<file path="src/rtl/fetch_pkg.sv">
// Shared types and default sizing for the instruction fetch stage.
// Holds the fetch FSM state encoding, the queue entry layout at default
// widths, and the default DEPTH / PC / instruction widths.
package fetch_pkg;

    localparam int FETCH_DEPTH = 4;
    localparam int PC_W        = 8;
    localparam int INSTR_W     = 16;

    typedef enum logic {
        S_IDLE = 1'b0,
        S_RUN  = 1'b1
    } fetch_state_t;

    // One queued instruction together with the address it came from.
    typedef struct packed {
        logic [INSTR_W-1:0] instr;
        logic [PC_W-1:0]    pc;
    } fetch_entry_t;

endpackage

</file>
<file path="src/rtl/fetch_fifo.sv">
// Purpose: circular-buffer queue with push, pop and flush, used as the fetch prefetch buffer.
// Latency: a word pushed at one edge is readable at rdata_o right after that edge.
// Backpressure: the caller gates push on full_o (or a same-cycle pop); pop on empty is ignored.
//
// Ports:
//   clock, reset     - rising-edge clock, synchronous active-low reset
//   push_i, wdata_i  - write wdata_i at the tail
//   pop_i            - advance the head
//   flush_i          - drop every entry (beats push and pop)
//   rdata_o          - head word, straight from the storage array
//   full_o, empty_o  - occupancy flags
module fetch_fifo #(
    parameter int DEPTH = 4,
    parameter int WIDTH = 24
) (
    input  logic             clock,
    input  logic             reset,
    input  logic             push_i,
    input  logic             pop_i,
    input  logic             flush_i,
    input  logic [WIDTH-1:0] wdata_i,
    output logic [WIDTH-1:0] rdata_o,
    output logic             full_o,
    output logic             empty_o
);

    localparam int PW = (DEPTH > 1) ? $clog2(DEPTH) : 1;
    localparam int CW = PW + 1;

    logic [WIDTH-1:0] mem_q [DEPTH];
    logic [PW-1:0]    wr_ptr_q, wr_ptr_d;
    logic [PW-1:0]    rd_ptr_q, rd_ptr_d;
    logic [CW-1:0]    count_q,  count_d;

    logic do_push;
    logic do_pop;

    assign full_o  = (count_q == CW'(DEPTH));
    assign empty_o = (count_q == '0);

    // A pop on an empty queue must not move the head.
    assign do_push = push_i && !flush_i;
    assign do_pop  = pop_i && !flush_i && !empty_o;

    // DEPTH is a power of two, so pointer wrap is plain overflow.
    always_comb begin
        wr_ptr_d = wr_ptr_q;
        rd_ptr_d = rd_ptr_q;
        count_d  = count_q;
        if (flush_i) begin
            wr_ptr_d = '0;
            rd_ptr_d = '0;
            count_d  = '0;
        end else begin
            if (do_push) begin
                wr_ptr_d = wr_ptr_q + PW'(1);
            end
            if (do_pop) begin
                rd_ptr_d = rd_ptr_q + PW'(1);
            end
            count_d = count_q + CW'(do_push) - CW'(do_pop);
        end
    end

    always_ff @(posedge clock) begin
        if (!reset) begin
            wr_ptr_q <= '0;
            rd_ptr_q <= '0;
            count_q  <= '0;
        end else begin
            wr_ptr_q <= wr_ptr_d;
            rd_ptr_q <= rd_ptr_d;
            count_q  <= count_d;
        end
    end

    // Storage needs no reset: contents are only observed while count_q > 0.
    always_ff @(posedge clock) begin
        if (reset && do_push) begin
            mem_q[wr_ptr_q] <= wdata_i;
        end
    end

    assign rdata_o = mem_q[rd_ptr_q];

endmodule

</file>
<file path="src/rtl/instr_fetch_queue.sv">
// Purpose: fetch stage owning the fetch pointer; prefetches ROM words into a queue for the decoder.
// Latency: ROM word pushed at edge N is presented to the decoder after edge N; redirect costs one bubble.
// Backpressure: instr_ready low holds the head; fetching pauses while the queue is full.
//
// Ports:
//   clock, reset            - rising-edge clock, synchronous active-low reset
//   fetch_en                - run/halt new ROM reads
//   mem_addr / mem_data     - combinational ROM port (registered address)
//   instr_valid/instr/instr_pc, instr_ready - decoder handshake
//   redirect, redirect_pc   - taken branch: flush queue, restart at target
//   stall_cycles            - only with FETCH_STALL_CNT_EN: saturating count of
//                             cycles where the decoder was ready but starved
module instr_fetch_queue #(
    parameter int DEPTH   = fetch_pkg::FETCH_DEPTH,
    parameter int ADDR_W  = fetch_pkg::PC_W,
    parameter int INSTR_W = fetch_pkg::INSTR_W
) (
    input  logic               clock,
    input  logic               reset,
    input  logic               fetch_en,
    output logic [ADDR_W-1:0]  mem_addr,
    input  logic [INSTR_W-1:0] mem_data,
    output logic               instr_valid,
    output logic [INSTR_W-1:0] instr,
    output logic [ADDR_W-1:0]  instr_pc,
    input  logic               instr_ready,
    input  logic               redirect,
    input  logic [ADDR_W-1:0]  redirect_pc
`ifdef FETCH_STALL_CNT_EN
    ,
    output logic [15:0]        stall_cycles
`endif
);

    import fetch_pkg::*;

    typedef struct packed {
        logic [INSTR_W-1:0] instr;
        logic [ADDR_W-1:0]  pc;
    } entry_t;

    fetch_state_t state_q, state_d;

    logic [ADDR_W-1:0] pc_q, pc_d;
    logic              fetch_active;
    logic              q_full;
    logic              q_empty;
    logic              push;
    logic              pop;
    entry_t            wr_entry;
    entry_t            head;

    // ---------------- FSM: state register ----------------
    always_ff @(posedge clock) begin
        if (!reset) begin
            state_q <= S_IDLE;
        end else begin
            state_q <= state_d;
        end
    end

    // ---------------- FSM: next state ----------------
    // A redirect freezes the state for that edge.
    always_comb begin
        state_d = state_q;
        if (!redirect) begin
            case (state_q)
                S_IDLE:  state_d = fetch_en ? S_RUN : S_IDLE;
                S_RUN:   state_d = fetch_en ? S_RUN : S_IDLE;
                default: state_d = S_IDLE;
            endcase
        end
    end

    // ---------------- FSM: outputs ----------------
    always_comb begin
        fetch_active = 1'b0;
        case (state_q)
            S_RUN:   fetch_active = 1'b1;
            default: fetch_active = 1'b0;
        endcase
    end

    // ---------------- handshake and queue control ----------------
    assign instr_valid = !q_empty;

    // Redirect wins: neither the decoder's accept nor the ROM read lands.
    // A same-cycle pop frees the slot, so a full queue still streams.
    assign pop  = instr_valid && instr_ready && !redirect;
    assign push = fetch_active && !redirect && (!q_full || pop);

    assign wr_entry = '{instr: mem_data, pc: pc_q};

    fetch_fifo #(
        .DEPTH (DEPTH),
        .WIDTH ($bits(entry_t))
    ) u_fifo (
        .clock   (clock),
        .reset   (reset),
        .push_i  (push),
        .pop_i   (pop),
        .flush_i (redirect),
        .wdata_i (wr_entry),
        .rdata_o (head),
        .full_o  (q_full),
        .empty_o (q_empty)
    );

    // Stale array contents must never leak onto the decoder bus.
    assign instr    = instr_valid ? head.instr : '0;
    assign instr_pc = instr_valid ? head.pc    : '0;

    // ---------------- fetch pointer ----------------
    always_comb begin
        pc_d = pc_q;
        if (redirect) begin
            pc_d = redirect_pc;
        end else if (push) begin
            pc_d = pc_q + ADDR_W'(1);
        end
    end

    always_ff @(posedge clock) begin
        if (!reset) begin
            pc_q <= '0;
        end else begin
            pc_q <= pc_d;
        end
    end

    assign mem_addr = pc_q;

`ifdef FETCH_STALL_CNT_EN
    // ---------------- decoder starvation counter ----------------
    logic [15:0] stall_q, stall_d;

    always_comb begin
        stall_d = stall_q;
        if (instr_ready && !instr_valid && (stall_q != 16'hFFFF)) begin
            stall_d = stall_q + 16'd1;
        end
    end

    always_ff @(posedge clock) begin
        if (!reset) begin
            stall_q <= '0;
        end else begin
            stall_q <= stall_d;
        end
    end

    assign stall_cycles = stall_q;
`endif

endmodule

</file>
<file path="config.mk">
export PLATFORM = sky130hd
export DESIGN_NAME = instr_fetch_queue
export DESIGN_NICKNAME = d
export VERILOG_FILES = /design/src/rtl/fetch_pkg.sv /design/src/rtl/fetch_fifo.sv /design/src/rtl/instr_fetch_queue.sv
export SDC_FILE = /design/constraint.sdc
export NUM_CORES = 1
export LEC_CHECK = 0
export BUFFER_PORTS_ARGS = -buffer_cell sky130_fd_sc_hd__clkbuf_2
export CAP_MARGIN = 10
export CORE_ASPECT_RATIO = 0.9
export CORE_UTILIZATION = 30
export DETAILED_ROUTE_END_ITERATION = 10
export GPL_TIMING_DRIVEN = 0
export SLEW_MARGIN = 20
export SYNTH_ARGS = -nofsm -noshare
export SYNTH_HDL_FRONTEND = slang
export SYNTH_SLANG_ARGS = --single-unit
</file>
<file path="constraint.sdc">
create_clock -name clock -period 2.9 [get_ports clock]
set_input_delay 0.58 -clock clock [delete_from_list [all_inputs] [get_ports clock]]
set_output_delay 0.58 -clock clock [all_outputs]
set_load 0.05 [all_outputs]
</file>
==> flow_summary.yaml, run 1 <==
run_status:
  status: "finished clean"
global_routing:
  overflow: 0
  track_usage_pct: 12.2
  grt_pass1_vias: 2734
  antenna_found_initial: 0
  grt_max_degree: 25
  grt_pass1_wl_um: 14300
timing:
  post-route-min-period_ps: 2700
  slew_headroom_pct: 53.7
  timing.final.crit_share_pct: 93.0
  fmax_ghz: 0.371
  rsz0062_at_grt: "no"
  slew_violations: 0
  worst_slew_pin_slew_ps: 694
  fin_skew_ps: 10.3
  finalSetupViolCount: 0
  hold_viol: 0
  tns_ps: 0
critical_path:
  arrival_ps: 2120
  cp-end-kind: "primary output"
  crit_type: "reg2out"
  crit_required_ps: 2320
  cp_cell_sequence: "buf_2 -> buf_4 -> mux4_2 -> nor2b_1 -> clkbuf_2"
  worst_path_max_delay_cell: "mux4_2"
  cpPeakStageDelay_ps: 510
  startpoint_type: "flop"
  cp_max_fo: 10
logic_synthesis:
  synth-async-reset-ratio_pct: 0
  synth_top_cell_by_area: "edfxtp_1"
  synthTopCellsByArea: "edfxtp_1, mux4_2, dfxtp_1"
  synth_top_cells_by_count: "edfxtp_1, nor2b_1, mux4_2"
  ys_types: 35
  synth_edf_count: 96
  synth_top_area_share_pct: 62.5
  ys_ff_latch: 114
  synth_area_sq_mm: 0.00461
  syn_nets: 304
  ys.flop_type: "edfxtp_1"
  syn_inst: 267
  syn-mean-instance-area_sq_um: 17.3
  yosysMostFrequentCell: "edfxtp_1"
  yosysSeqAreaShare_pct: 70.4
  yosys_warnings: 0
power:
  p_per_area_mw_per_mm2: 663
  power_frac_comb_pct: 4.5
  pwr-share-clk_pct: 47.2
  power_mw: 3.77
  p_sw_uw: 763
  p_sw_share_pct: 20.2
  p_leak_nw: 1.97
  p_int_mw: 3.01
  seqPwrFrac_pct: 48.3
  vdd_ir_drop_max_v: 0.000507
detailed_routing:
  wl_per_cell_um: 16.0
  first_pass_iters: 4
  vias: 2576
  first_iter_violations: 235
  ant_nets: 0
  drc: 0
  drt-vias-per-instance: 4.62
  finalWirelength_um: 8910
layout:
  drive_gt1_share_pct: 33.7
  regArea_sq_mm: 0.00324
  multi_input_area_sq_mm: 0.00127
  final_util_pct: 38.2
  fin_cells: 557
  syn_to_final_growth_pct: 23.4
  nNetsFinal: 383
  antenna_cells: 0
  fillers: 1376
  fin_area_sq_mm: 0.00569
floorplanning:
  dieArea_sq_mm: 0.0159
  die_h_um: 120
  rows: 42
  ioPinCount: 62
  design.core.area_sq_mm: 0.0149
  start_util_pct: 31.0
  die_w_um: 133
clocking:
  cts_hold_buf: 0
  htreeDepth: 4
  clk_pin_slew_ps: 50
  clkLatencyLatePin_ps: 400
  cts_tree: "yes"
  cts_buffer_depth: 2
  clock-sinks: 114
  cts_root_buffer: "clkbuf_16"
  cts_buffers: 17
place:
  postPlaceCellArea_sq_mm: 0.00516
  dp_hpwl_um: 5860
  placedCellCount: 525
  place.gp.congestion: 0.740
  io_buffers: 60
job:
  maxCapViolCount: 0
worst_hold_path:
  hold_class: "in2reg"
-- placed cells by master (no fill, tap or decap), types with 2 or more instances in the layout --
cell,netlist,final
edfxtp_1,96,96
clkbuf_2,0,60
nor2b_1,26,26
mux4_2,24,24
dfxtp_1,18,18
clkbuf_16,0,17
inv_1,12,12
clkbuf_1,5,11
o21ai_0,9,9
nor2_1,7,7
ha_1,7,7
nand3_1,6,6
a31oi_1,6,6
o31ai_1,5,5
buf_2,5,5
or4_1,5,5
clkinv_2,0,5
and3_2,0,4
buf_4,3,3
buf_1,1,2
nor3_1,3,2
nand2_1,2,2
a21oi_1,2,2
nand4_1,2,2
nand2b_1,2,2
and2_1,2,2
xor2_1,2,2
xnor2_1,2,2
clkinv_1,0,2
-- cell type report --
| type | count | area share [%] |
|---|---|---|
| clock buffer | 24 | 7.94 |
| inverter | 12 | 0.792 |
| clock inverter | 8 | 1.10 |
| sequential | 114 | 57.0 |
| tap | 198 | 4.36 |
| buffer | 14 | 1.23 |
| multi-input combinational | 127 | 22.3 |
| timing repair buffer | 60 | 5.28 |
-- worst paths after layout --
kind / end / startpoint / depth (start not counted) / slack (ps)
setup / recovery: instr_pc[3] / flop / 5 / 200
hold / removal: u_fifo.mem_q[2][10] / mem_data[2] / 1 / 400
setup reg to reg: u_fifo.count_q[2] / u_fifo.count_q[2] / 8 / 430
hold reg to reg: flop / u_fifo.rd_ptr_q[0] / 2 / 520
-- repair_timing --
action | 4_1_cts | 5_1_grt
setup endpoints to repair | 20 | 15
buffers inserted | 0 | 0
gates resized for setup | 1 | 2
hold endpoints to repair | 0 | 0
-- state kept, by name, summed over array words and instances, names as in the netlist, named ones only --
register,count
state_q,1
u_fifo.mem_q,96
u_fifo.rd_ptr_q,2
u_fifo.count_q,3
u_fifo.wr_ptr_q,2
mem_addr,8
-- worst max-delay path, delay by kind of cell (launching register included) --
kind / cells / cell delay (ps)
mux: 1 / 510
buf+inv: 3 / 750
simple gates: 1 / 160
flops: 1 / 300
-- per-layer routing --
metal	vias to the layer above	part of all wire [%]	track usage, %
met5	-	0	0
met3	7	5.9	4.65
met2	74	49	19.7
met1	1289	45	14.7
li1	1206	-	-
met4	0	0.71	5.24
-- power by group through the flow --
stage / logic [mW] / registers (mW) / clock network [mW]
6_report: 0.169 / 1.82 / 1.78
2_1_floorplan: 0.0847 / 1.87 / 0
4_1_cts: 0.172 / 1.82 / 1.81
5_1_grt: 0.186 / 1.82 / 1.89
3_5_place_dp: 0.172 / 1.85 / 0
3_3_place_gp: 0.168 / 1.85 / 0
-- through the flow --
stage | hold slack (ps) | setup WS [ps]
floorplan | 484 | 645
global placement | 501 | 130
detailed placement | 507 | 133
CTS | 390 | 25.9
global route | 393 | 48.8
finish | 404 | 203
-- cells by family (layout without fill, tap and decap cells) --
| logic type | count (synthesis) | count (layout) | synth area share, % |
|---|---|---|---|
| AOI/OAI and AO/OA | 28 | 28 | 4.02 |
| adders and majority gates | 8 | 8 | 2.33 |
| xor gates and xnor gates | 4 | 4 | 0.760 |
| muxes | 25 | 25 | 11.9 |
| buffers and inverters | 26 | 118 | 2.50 |
| DFF | 114 | 114 | 70.4 |
| and+or+nand+nor | 62 | 62 | 8.09 |
Power figures use the tool's default switching activity.
==> run 2: changes to the inputs <==
- ABC_AREA: default -> 1
- CORE_UTILIZATION: 30 -> 55
- PLACE_DENSITY: default -> 0.76
==> flow_summary.yaml, run 2 <==
clocking:
  clkLatencyLatePin_ps: 510
  htreeDepth: 4
  cts_setup_buffers: 0
  cts_buffer_depth: 2
  cts_tree: "yes"
  post_cts_resized: 0
  clock-sinks: 114
  cts_root_buffer: "clkbuf_8"
  clk_pin_slew_ps: 60
  cts_buffers: 17
  cts_hold_buf: 0
layout:
  multi_input_area_sq_mm: 0.00132
  antenna_cells: 0
  nNetsFinal: 563
  fin_cells: 653
  drive_gt1_share_pct: 23.6
  syn_to_final_growth_pct: 23.7
  regArea_sq_mm: 0.00324
  fillers: 592
  final_cell_mix: "nor2_1, edfxtp_1, clkbuf_2, nand2_1, o21ai_0"
  final_util_pct: 71.5
  layout_commonest_cell: "nor2_1"
  largest_reg_flops: 96
  fin_area_sq_mm: 0.00588
  regMostFlops: "u_fifo.mem_q"
critical_path:
  worst_path_max_delay_cell: "dfxtp_1"
  crit_required_ps: 2320
  arrival_ps: 2050
  cp-end-kind: "primary output"
  cp_max_fo: 10
  crit_type: "reg2out"
  cp_cell_sequence: "inv_2 -> clkbuf_1 -> o21ai_0 -> a21oi_1 -> clkbuf_2"
  startpoint_type: "flop"
  cpPeakStageDelay_ps: 360
logic_synthesis:
  ys.flop_type: "edfxtp_1"
  yosysSeqAreaShare_pct: 68.2
  ys_types: 24
  synth_top_cells_by_count: "nor2_1, edfxtp_1, nand2_1"
  synth_edf_count: 96
  synthMuxAreaShare_pct: 0
  synthTopCellsByArea: "edfxtp_1, nor2_1, dfxtp_1"
  yosysMostFrequentCell: "nor2_1"
  synth-simple-area-share_pct: 15.5
  synth-async-reset-ratio_pct: 0
  syn_nets: 481
  synth_top_family_by_area: "simple AND/OR/NAND/NOR gates"
  synth_top_cell_by_area: "edfxtp_1"
  syn_inst: 444
  yosys.area_share.adder_pct: 2.26
  syn-mean-instance-area_sq_um: 10.7
  synth_top_area_share_pct: 60.7
  synth_compound_area_share_pct: 8.90
  synth_xor_xnor_area_share_pct: 0.369
  synth_area_sq_mm: 0.00475
  ys_ff_latch: 114
  yosys_warnings: 0
place:
  io_buffers: 61
  place_ws_ps: 414
  placedCellCount: 622
  postPlaceCellArea_sq_mm: 0.00527
  place.gp.congestion: 0.864
  dp_hpwl_um: 6140
timing:
  post-route-min-period_ps: 2630
  worst_slack_ps: 269
  fin_skew_ps: 10.2
  rsz0062_at_grt: "no"
  slew_headroom_pct: 45.8
  finalSetupViolCount: 0
  slew_violations: 0
  fmax_ghz: 0.380
  timing.final.crit_share_pct: 90.7
  worst_slew_pin_slew_ps: 811
  tns_ps: 0
  hold_viol: 0
  fin_hold_ws_ps: 284
power:
  seqPwrFrac_pct: 43.9
  power_mw: 4.14
  p_per_area_mw_per_mm2: 704
  vdd_ir_drop_max_v: 0.000442
  p_leak_nw: 2.29
  power_frac_comb_pct: 4.9
  p_sw_share_pct: 21.8
  pwr-share-clk_pct: 51.2
  p_int_mw: 3.24
  p_sw_uw: 904
global_routing:
  track_usage_pct: 24.5
  overflow: 0
  grt_pass1_vias: 3317
  grt_pass1_wl_um: 16300
  grt_max_degree: 25
  antenna_found_initial: 0
detailed_routing:
  first_iter_violations: 253
  wl_per_cell_um: 15.8
  finalWirelength_um: 10300
  first_pass_iters: 5
  vias: 3448
  drt-vias-per-instance: 5.28
  drc: 0
  ant_nets: 0
run_status:
  status: "finished clean"
floorplanning:
  die_h_um: 90.2
  rows: 31
  die_w_um: 100
  ioPinCount: 62
  design.core.area_sq_mm: 0.00822
  start_util_pct: 57.8
  dieArea_sq_mm: 0.00902
worst_hold_path:
  hold_class: "in2reg"
job:
  maxCapViolCount: 0
[run 2: cell types whose count changed after synthesis, moves of 22 or more]
cell / before / now
nor2_1: 7 / 127
mux4_2: 24 / 0
a21oi_1: 2 / 28
nand2_1: 2 / 41
nor2b_1: 26 / 0
o21ai_0: 9 / 33
o21ai_1: 0 / 22
[run 2: final timing paths]
kind / from / endpoint / slack [ps] / cells after the start
setup reg to reg: u_fifo.count_q[2] / u_fifo.mem_q[1][7] / 920 / 7
setup / recovery: flop / instr_pc[7] / 270 / 5
hold / removal: mem_data[9] / u_fifo.mem_q[2][17] / 280 / 1
hold reg to reg: u_fifo.rd_ptr_q[1] / flop / 480 / 2
[run 2: logic make-up after synthesis]
group	count (synthesis)
buffers and inverters	50
adder cells (fa/ha/maj)	8
AO/OA/AOI/OAI	84
XOR/XNOR	2
flip-flops	114
AND/OR/NAND/NOR	186
[run 2: power groups by stage]
| stage | Sequential, mW | Combinational [mW] | Clock [mW] |
|---|---|---|---|
| after CTS | 1.82 | 0.202 | 2.13 |
| after global routing | 1.82 | 0.219 | 2.20 |
| after floorplan | 1.87 | 0.108 | 0 |
| final | 1.82 | 0.201 | 2.12 |
| after global placement | 1.85 | 0.193 | 0 |
| after detailed placement | 1.85 | 0.200 | 0 |
[run 2: area by class of cell]
type                            count  share of cell area [%]
Buffer                             18                    1.75
Clock buffer                       17                    7.05
Clock inverter                     14                    3.21
Inverter                           32                    2.04
Multi-Input combinational cell    280                    22.4
Sequential cell                   114                    55.2
Tap cell                          115                    2.45
Timing Repair Buffer               63                    5.92
[run 2: worst max-delay path: cells and delay by family (launching register included)]
kind	cells	cell delay, ps
AO/OA/AOI/OAI	2	420
flip-flops	1	360
buffers and inverters	3	760
[run 2: layer usage]
| metal | wire length [um] | global-route usage [%] |
|---|---|---|
| met1 | 4160 | 30.6 |
| met2 | 5230 | 41.0 |
| met3 | 746 | 5.29 |
| met4 | 210 | 11.0 |
| met5 | 0 | 0 |
